==> src/rtl/muldiv_issue_ctrl_if.sv <==
// Purpose: EX-stage handshake bundle between the pipeline and the mul/div issue controller.
// Latency: none, signal container only.
// Backpressure: the controller answers a held EX instruction with stall_fde/em_bubble.
interface muldiv_issue_ctrl_if;
    // EX-stage request side
    logic        E_md_valid;
    logic [1:0]  E_md_op;
    logic [31:0] E_b;
    logic        flush;

    // Controller response side
    logic        md_start;
    logic        md_sign;
    logic        md_is_div;
    logic        stall_fde;
    logic        em_bubble;
    logic        hilo_we;
    logic        div_by_zero;
    logic        busy;

    // Pipeline view: presents the instruction, consumes stall/write-back controls
    modport master (
        output E_md_valid, E_md_op, E_b, flush,
        input  md_start, md_sign, md_is_div, stall_fde, em_bubble,
               hilo_we, div_by_zero, busy
    );

    // Controller view
    modport slave (
        input  E_md_valid, E_md_op, E_b, flush,
        output md_start, md_sign, md_is_div, stall_fde, em_bubble,
               hilo_we, div_by_zero, busy
    );
endinterface

==> src/rtl/muldiv_issue_ctrl.sv <==
// Purpose: issue/sequence MULT/MULTU/DIV/DIVU on the iterative EX-stage mul/div unit.
// Latency: md_start same cycle as issue; hilo_we exactly MUL_LAT or DIV_LAT cycles later.
// Backpressure: stall_fde/em_bubble held for the full latency; flush or reset abort silently.
module muldiv_issue_ctrl #(
    parameter int MUL_LAT = 4,
    parameter int DIV_LAT = 33,
    parameter int CNT_W   = 6
) (
    input  logic              clk,
    input  logic              rst,
    muldiv_issue_ctrl_if.slave md_if
);

    // Counter reload values; the issue cycle itself counts as the first of LAT cycles.
    localparam logic [CNT_W-1:0] MUL_LOAD = CNT_W'(MUL_LAT - 1);
    localparam logic [CNT_W-1:0] DIV_LOAD = CNT_W'(DIV_LAT - 1);

    typedef enum logic [1:0] {
        S_IDLE = 2'd0,
        S_BUSY = 2'd1,
        S_DONE = 2'd2
    } state_t;

    state_t           r_state;
    state_t           w_state_nxt;
    logic [CNT_W-1:0] r_cnt;
    logic [CNT_W-1:0] w_cnt_nxt;
    logic             r_sign;
    logic             r_is_div;
    logic             r_dz;

    logic             w_issue;
    logic             w_busy_st;
    logic             w_done_st;
    logic             w_hilo_we;
    logic             w_b_zero;

    // Issue is gated by reset so nothing launches while reset is being held.
    assign w_issue   = rst && (r_state == S_IDLE) && md_if.E_md_valid && !md_if.flush;
    assign w_busy_st = (r_state == S_BUSY);
    assign w_done_st = (r_state == S_DONE);
    assign w_b_zero  = (md_if.E_b == 32'd0);

    // A flush or reset landing on the DONE cycle kills the write-back.
    assign w_hilo_we = rst && w_done_st && !md_if.flush;

    // Next-state and counter: count down to 1, then spend one cycle in DONE.
    always_comb begin
        w_state_nxt = r_state;
        w_cnt_nxt   = r_cnt;
        case (r_state)
            S_IDLE: begin
                if (w_issue) begin
                    w_state_nxt = S_BUSY;
                    w_cnt_nxt   = md_if.E_md_op[1] ? DIV_LOAD : MUL_LOAD;
                end
            end
            S_BUSY: begin
                if (md_if.flush) begin
                    w_state_nxt = S_IDLE;
                    w_cnt_nxt   = '0;
                end else if (r_cnt == CNT_W'(1)) begin
                    w_state_nxt = S_DONE;
                    w_cnt_nxt   = '0;
                end else begin
                    w_cnt_nxt   = r_cnt - CNT_W'(1);
                end
            end
            S_DONE: begin
                // The valid still seen here is the completing instruction; never re-issue.
                w_state_nxt = S_IDLE;
                w_cnt_nxt   = '0;
            end
            default: begin
                w_state_nxt = S_IDLE;
                w_cnt_nxt   = '0;
            end
        endcase
    end

    // State register plus operation attributes captured at issue and held until the next issue.
    always_ff @(posedge clk) begin
        if (!rst) begin
            r_state  <= S_IDLE;
            r_cnt    <= '0;
            r_sign   <= 1'b0;
            r_is_div <= 1'b0;
            r_dz     <= 1'b0;
        end else begin
            r_state <= w_state_nxt;
            r_cnt   <= w_cnt_nxt;
            if (w_issue) begin
                r_sign   <= ~md_if.E_md_op[0];
                r_is_div <= md_if.E_md_op[1];
                r_dz     <= md_if.E_md_op[1] && w_b_zero;
            end
        end
    end

    // Front end freezes from the issue cycle through the last BUSY cycle; DONE lets it advance.
    assign md_if.md_start    = w_issue;
    assign md_if.md_sign     = r_sign;
    assign md_if.md_is_div   = r_is_div;
    assign md_if.stall_fde   = w_issue || w_busy_st;
    assign md_if.em_bubble   = w_issue || w_busy_st;
    assign md_if.hilo_we     = w_hilo_we;
    assign md_if.div_by_zero = w_hilo_we && r_dz;
    assign md_if.busy        = (r_state != S_IDLE);

endmodule

==> src/flat_wrapper.sv <==
// flat-port wrapper written by rule: the top's interface ports become plain ports
module muldiv_issue_ctrl_flat 
#(
    parameter int MUL_LAT = 4,
    parameter int DIV_LAT = 33,
    parameter int CNT_W   = 6
)
  (clk, rst, md_if_E_md_valid, md_if_E_md_op, md_if_E_b, md_if_flush, md_if_md_start, md_if_md_sign, md_if_md_is_div, md_if_stall_fde, md_if_em_bubble, md_if_hilo_we, md_if_div_by_zero, md_if_busy);
  muldiv_issue_ctrl_if md_if_i ();
  input  logic clk;
  input  logic rst;
  input wire logic [$bits(md_if_i.E_md_valid)-1:0] md_if_E_md_valid;
  input wire logic [$bits(md_if_i.E_md_op)-1:0] md_if_E_md_op;
  input wire logic [$bits(md_if_i.E_b)-1:0] md_if_E_b;
  input wire logic [$bits(md_if_i.flush)-1:0] md_if_flush;
  output wire logic [$bits(md_if_i.md_start)-1:0] md_if_md_start;
  output wire logic [$bits(md_if_i.md_sign)-1:0] md_if_md_sign;
  output wire logic [$bits(md_if_i.md_is_div)-1:0] md_if_md_is_div;
  output wire logic [$bits(md_if_i.stall_fde)-1:0] md_if_stall_fde;
  output wire logic [$bits(md_if_i.em_bubble)-1:0] md_if_em_bubble;
  output wire logic [$bits(md_if_i.hilo_we)-1:0] md_if_hilo_we;
  output wire logic [$bits(md_if_i.div_by_zero)-1:0] md_if_div_by_zero;
  output wire logic [$bits(md_if_i.busy)-1:0] md_if_busy;
  assign md_if_i.E_md_valid = md_if_E_md_valid;
  assign md_if_i.E_md_op = md_if_E_md_op;
  assign md_if_i.E_b = md_if_E_b;
  assign md_if_i.flush = md_if_flush;
  assign md_if_md_start = md_if_i.md_start;
  assign md_if_md_sign = md_if_i.md_sign;
  assign md_if_md_is_div = md_if_i.md_is_div;
  assign md_if_stall_fde = md_if_i.stall_fde;
  assign md_if_em_bubble = md_if_i.em_bubble;
  assign md_if_hilo_we = md_if_i.hilo_we;
  assign md_if_div_by_zero = md_if_i.div_by_zero;
  assign md_if_busy = md_if_i.busy;
  muldiv_issue_ctrl #(.MUL_LAT(MUL_LAT), .DIV_LAT(DIV_LAT), .CNT_W(CNT_W)) u_core (.clk(clk), .rst(rst), .md_if(md_if_i));
endmodule
==> config.mk <==
export PLATFORM = sky130hd
export DESIGN_NAME = muldiv_issue_ctrl_flat
export DESIGN_NICKNAME = d
export VERILOG_FILES = /design/src/rtl/muldiv_issue_ctrl_if.sv /design/src/rtl/muldiv_issue_ctrl.sv /design/src/flat_wrapper.sv
export SDC_FILE = /design/constraint.sdc
export NUM_CORES = 1
export LEC_CHECK = 0
export CORE_UTILIZATION = 34
export CTS_BUF_LIST = sky130_fd_sc_hd__clkbuf_4 sky130_fd_sc_hd__clkbuf_8 sky130_fd_sc_hd__clkbuf_16
export CTS_CLUSTER_SIZE = 10
export DETAILED_ROUTE_END_ITERATION = 8
export GPL_TIMING_DRIVEN = 1
export PLACE_DENSITY = 0.78
export SLEW_MARGIN = 20
export SYNTH_ARGS = -nofsm -noshare
export SYNTH_HDL_FRONTEND = slang
export SYNTH_SLANG_ARGS = --single-unit
==> constraint.sdc <==
create_clock -name clk -period 2.5 [get_ports clk]
set_clock_uncertainty 0.2 [all_clocks]
set_input_delay 0.5 -clock clk [delete_from_list [all_inputs] [get_ports clk]]
set_output_delay 0.5 -clock clk [all_outputs]
set_load 0.01 [all_outputs]
# Word level (Yosys, flattened, before mapping)
# Index checks and enable logic that the tools add are counted.
# totals
regBits,11
in_bits,38
out_inout_bits,8
wordCells,34
# classes
n_addsub,1
n_eq_ne,5
mux,9
bitwise,1
reduce_logical,13
# op_table
operator,count
$logic_not 32->1,1
$mux 6,4
$pmux 6 s2,1
$logic_and 1x1->1,7
$eq 6x1->1 const B,1
$mux 2,3
$sub 6x1->6 const B,1
$pmux 2 s2,1
$ne 3x3->1 const B,1
$eq 2x1->1 const B,1
$eq 2x2->1 const B,1
$logic_not 2->1,1
$ne 2x1->1 const B,1
$reduce_and 2->1,1
$reduce_bool 2->1,1
$logic_not 1->1,1
$logic_or 1x1->1,1
$not 1->1,1

# Longest topological paths before layout
# logic_depth
ltp_word,6
mapped_depth,6
ltp_nobuf,6

# Worst setup path before layout
# No wires, ideal clock.
# synth_timing
path_type,input to output
start,input port rst
end,output port md_if_div_by_zero
t_arrival_ns,1.443
required_time_ns,1.800
setup_slack_ns,0.357
path_stages,3
n_path_buf,0
path_cell_list,clkinv_1 -> nor4b_1 -> and2_1
# synth_via
elab_chain_cells,3
# synth_rtl
element,line,source
from (decl),flat_wrapper.sv:11,input logic rst;
$logic_and 1x1->1 (2 in a row),muldiv_issue_ctrl.sv:45,assign w_hilo_we = rst && w_done_st && !md_if.flush;
net md_if_hilo_we,flat_wrapper.sv:21,output wire logic [$bits(md_if_i.hilo_we)-1:0] md_if_hilo_we;
$logic_and 1x1->1,muldiv_issue_ctrl.sv:107,assign md_if.div_by_zero = w_hilo_we && r_dz;
to (decl),flat_wrapper.sv:22,output wire logic [$bits(md_if_i.div_by_zero)-1:0] md_if_div_by_zero;
# The timed path passes the listed nets, and every way through them passes these cells.

# Worst setup path in the final report
# layout_timing
start,register u_core.r_state[0]
end,output port md_if_busy
# layout_via
elab_chain_cells,1
# layout_rtl
element,line,source
from (decl),muldiv_issue_ctrl.sv:24,state_t r_state;
from (signal assigned),muldiv_issue_ctrl.sv:90,r_state <= w_state_nxt;
$reduce_bool 2->1,muldiv_issue_ctrl.sv:108,assign md_if.busy = (r_state != S_IDLE);
to (decl),flat_wrapper.sv:23,output wire logic [$bits(md_if_i.busy)-1:0] md_if_busy;
# Every way passes these cells.

==> flow_results.xml <==
<?xml version="1.0" encoding="UTF-8"?>
<metrics>
  <group name="detailed_routing">
    <metric name="postRouteAntennaNets" unit="">0</metric>
    <metric name="firstDrtPassIters" unit="">4</metric>
    <metric name="detailroute.via_count" unit="">849</metric>
    <metric name="drt-vias-per-instance" unit="">5.18</metric>
    <metric name="detailroute.wirelength.met3" unit="µm">146</metric>
    <metric name="drc_errors" unit="">0</metric>
    <metric name="drt_iter0_markers" unit="">8</metric>
    <metric name="highest-signal-layer" unit="">met4</metric>
    <metric name="detail_route.wirelength.met1" unit="µm">782</metric>
    <metric name="drt-total-wl" unit="mm">1.96</metric>
    <metric name="total_length_of_routed_met2_wires" unit="mm">1.01</metric>
    <metric name="detail_route.wl_per_cell" unit="µm">12.0</metric>
  </group>
  <group name="critical_path">
    <metric name="worst_path_arrival_time" unit="ns">1.57</metric>
    <metric name="worst_setup_path_start_kind" unit="">flop</metric>
    <metric name="critPathKind" unit="">reg2out</metric>
    <metric name="worst-endpoint-required" unit="ns">1.80</metric>
    <metric name="cp_max_fo" unit="">7</metric>
    <metric name="ff2ff_setup_slack" unit="ns">0.74</metric>
    <metric name="worst-r2r-cell-count" unit="">6</metric>
    <metric name="setup.worst_path.end_class" unit="">output pin</metric>
  </group>
  <group name="die">
    <metric name="io_pins" unit="">46</metric>
    <metric name="num_rows" unit="">15</metric>
    <metric name="initial_utilization" unit="%">37.2</metric>
    <metric name="core_region_area" unit="µm²">1780</metric>
    <metric name="die_area" unit="µm²">2130</metric>
    <metric name="die_h" unit="µm">46.2</metric>
    <metric name="die_w" unit="µm">46.2</metric>
  </group>
  <group name="final_layout">
    <metric name="syn2layout_area_growth" unit="%">86.2</metric>
    <metric name="drive_gt1_share" unit="%">13.7</metric>
    <metric name="fillers" unit="">149</metric>
    <metric name="final_core_util" unit="%">69.3</metric>
    <metric name="antennaDiodeCount" unit="">0</metric>
    <metric name="design.final.nets" unit="">180</metric>
    <metric name="fin_cells" unit="">164</metric>
  </group>
  <group name="placed_design">
    <metric name="hpwlAfterDp" unit="mm">1.63</metric>
    <metric name="buffer_ports.inserted" unit="">45</metric>
    <metric name="place.detailed.instances" unit="">160</metric>
    <metric name="globalplace.congestion" unit="">0.882</metric>
  </group>
  <group name="cts">
    <metric name="tritoncts.num_buffers" unit="">3</metric>
    <metric name="cts-htree-levels" unit="">1</metric>
    <metric name="clkTransAtPathRegs" unit="ns">0.07</metric>
    <metric name="tritoncts_num_sinks" unit="">11</metric>
    <metric name="postCtsSetupBuffers" unit="">0</metric>
    <metric name="clk-insertion-delay-late" unit="ns">0.27</metric>
    <metric name="cts_tree" unit="">done</metric>
    <metric name="ctsLongestPathBuffers" unit="">2</metric>
    <metric name="clock-root-buffer" unit="">sky130_fd_sc_hd__clkbuf_4</metric>
  </group>
  <group name="global_route">
    <metric name="grt_total_usage" unit="%">21.2</metric>
    <metric name="number_of_antenna_violations_at_the_first_check_in_global_routing" unit="">0</metric>
    <metric name="grt_first_pass_wirelength" unit="mm">3.19</metric>
    <metric name="first_global_vias" unit="">793</metric>
    <metric name="overflow" unit="">0</metric>
    <metric name="grt_start_max_net_pins" unit="">10</metric>
  </group>
  <group name="yosys">
    <metric name="synth.avg_cell_area" unit="µm²">7.89</metric>
    <metric name="synth-seq-cells" unit="">11</metric>
    <metric name="synth_sequential_area_ratio" unit="%">33.2</metric>
    <metric name="count_of_mapped_cells_out_of_synthesis" unit="">84</metric>
    <metric name="ys.warnings.count" unit="">0</metric>
    <metric name="netlist_area_before_placement" unit="µm²">663</metric>
    <metric name="netlist-cell-type-count" unit="">33</metric>
    <metric name="synth_fp_nets" unit="">124</metric>
  </group>
  <group name="sta">
    <metric name="period_minus_ws_final" unit="ns">2.27</metric>
    <metric name="setup_tns" unit="ns">0</metric>
    <metric name="final-hold-violation-count" unit="">0</metric>
    <metric name="rsz0062_at_grt" unit="">no</metric>
    <metric name="worst_slew_margin_rel" unit="%">72.5</metric>
    <metric name="post-route-period-util" unit="%">90.7</metric>
    <metric name="finalSetupViolCount" unit="">0</metric>
    <metric name="actual_slew_at_the_worst_max_slew_pin" unit="ns">0.409</metric>
    <metric name="fin_max_slew_vios" unit="">0</metric>
    <metric name="fmax" unit="GHz">0.441</metric>
    <metric name="hold_ws" unit="ns">0.262</metric>
  </group>
  <group name="power">
    <metric name="power.leakage" unit="nW">0.497</metric>
    <metric name="power.density_cell_area" unit="nW/µm²">377</metric>
    <metric name="ir_worst_vdd" unit="mV">0.200</metric>
  </group>
  <group name="worst_hold_path">
    <metric name="worstHoldPathType" unit="">reg2reg</metric>
    <metric name="min_delay_path_depth" unit="">2</metric>
  </group>
  <group name="run_status">
    <metric name="run_status" unit="">finished, final reports clean</metric>
  </group>
  <group name="flow_run">
    <metric name="max_cap_viol_count" unit="">0</metric>
  </group>
</metrics>
path summary, 6_finish.rpt:
path | startpoint | to
setup reg to reg | u_core.r_cnt[1]$_SDFFE_PN0P_ | u_core.r_cnt[4]$_SDFFE_PN0P_
hold / removal | u_core.md_if.md_is_div$_SDFFE_PN0P_ | u_core.md_if.md_is_div$_SDFFE_PN0P_
hold reg to reg | u_core.md_if.md_is_div$_SDFFE_PN0P_ | u_core.md_if.md_is_div$_SDFFE_PN0P_
setup / recovery | u_core.r_state[0]$_SDFFE_PN0P_ | md_if_busy
area by class of cell:
| class | instances | area (µm²) | share of cell area (%) |
|---|---|---|---|
| tap | 25 | 31.3 | 2.53 |
| timing repair buffer | 52 | 508 | 41.1 |
| multi-input combinational | 66 | 423 | 34.2 |
| sequential | 11 | 220 | 17.8 |
| clock buffer | 4 | 30.0 | 2.43 |
| inverter | 6 | 22.5 | 1.82 |
repair_timing:
item                                    4_1_cts  5_1_grt
pin swaps                                     0        2
endpoints found under the setup margin        5        4
hold buffers                                  0        0
gates resized for setup                       8        6
synth_stat cells, drive strengths merged:
cell	n	share of area [%]
o21ai	1	0.75
a2bb2oi	1	1.3
ha	2	3.8
and3	1	0.94
nand2b	2	2.3
buf	1	1.1
inv	5	2.8
dfxtp	11	33
nand4	2	1.9
a311oi	2	2.6
a21oi	5	3.8
or3	2	2.6
nand3	4	3.0
nor3	4	3.0
a21boi	1	1.1
xnor2	1	1.3
nor4b	1	1.3
a211oi	3	5.3
and2	2	1.9
nand3b	1	1.1
or3b	1	1.3
nor2	6	3.4
nor2b	1	0.94
clkinv	1	0.57
nor4	8	7.5
o32ai	1	1.3
and4b	1	1.5
nand2	11	6.2
a31oi	2	1.9
where the power goes:
group          internal, mW  leakage, nW  total [mW]  switching [mW]
clock                0.0727       0.0184       0.135          0.0620
sequential            0.182       0.0894       0.191         0.00837
combinational        0.0881        0.390       0.139          0.0513
total                 0.343        0.497       0.465           0.122
flip-flops by register name, summed over array words and instances (netlist names):
| signal | flops |
|---|---|
| u_core.r_cnt | 6 |
| u_core.r_state | 2 |
| u_core.md_if.md_is_div | 1 |
| u_core.md_if.md_sign | 1 |
| u_core.r_dz | 1 |
layout by cell type, fill, tap and decap left out, types with 2 or more instances in the layout:
cell type                         count
sky130_fd_sc_hd__nand4_1              2
sky130_fd_sc_hd__dlymetal6s2s_1       3
sky130_fd_sc_hd__dlygate4sd2_1        3
sky130_fd_sc_hd__nor4_1               8
sky130_fd_sc_hd__ha_1                 2
sky130_fd_sc_hd__a311oi_1             2
sky130_fd_sc_hd__a21oi_1              4
sky130_fd_sc_hd__a31oi_1              2
sky130_fd_sc_hd__buf_4                7
sky130_fd_sc_hd__clkdlybuf4s50_1     37
sky130_fd_sc_hd__inv_2                2
sky130_fd_sc_hd__inv_1                4
sky130_fd_sc_hd__nand2_1             11
sky130_fd_sc_hd__nor3_1               4
sky130_fd_sc_hd__nand3_1              4
sky130_fd_sc_hd__clkbuf_4             4
sky130_fd_sc_hd__dfxtp_1             11
sky130_fd_sc_hd__and2_1               2
sky130_fd_sc_hd__a211oi_1             2
sky130_fd_sc_hd__nor2_1               6
routing by layer:
| metal | GRT usage, % | vias to the layer above |
|---|---|---|
| li1 | - | 424 |
| met1 | 22.8 | 379 |
| met2 | 39.2 | 42 |
| met3 | 4.71 | 4 |
| met4 | 8.82 | 0 |
| met5 | 0 | - |
critical path, cell delays in order (launching register included):
cell and delay [ns]:
sky130_fd_sc_hd__dfxtp_1 0.51, sky130_fd_sc_hd__nor2_1 0.12, sky130_fd_sc_hd__inv_1 0.12, sky130_fd_sc_hd__clkdlybuf4s50_1 0.54
logic make-up (layout without fill, tap and decap cells):
group / after synthesis / after routing / synth area share [%]
adders and majority gates: 2 / 2 / 3.77
buffers and inverters: 7 / 62 / 4.53
AOI/OAI and AO/OA: 16 / 16 / 18.1
xor gates and xnor gates: 1 / 1 / 1.32
DFF: 11 / 11 / 33.2
and+or+nand+nor: 47 / 47 / 39.1
stage by stage:
| stage | area (µm²) | power (mW) | setup WS (ns) |
|---|---|---|---|
| 6_report | 1230 | 0.465 | 0.233 |
| 5_1_grt | 1230 | 0.487 | 0.161 |
| 4_1_cts | 1220 | 0.466 | -0.00485 |
| 3_5_place_dp | 1190 | 0.335 | -0.348 |
| 3_3_place_gp | 1190 | 0.332 | -0.324 |
| 2_1_floorplan | 663 | 0.245 | 0.357 |
No activity file was read; power rests on OpenSTA's default activity.
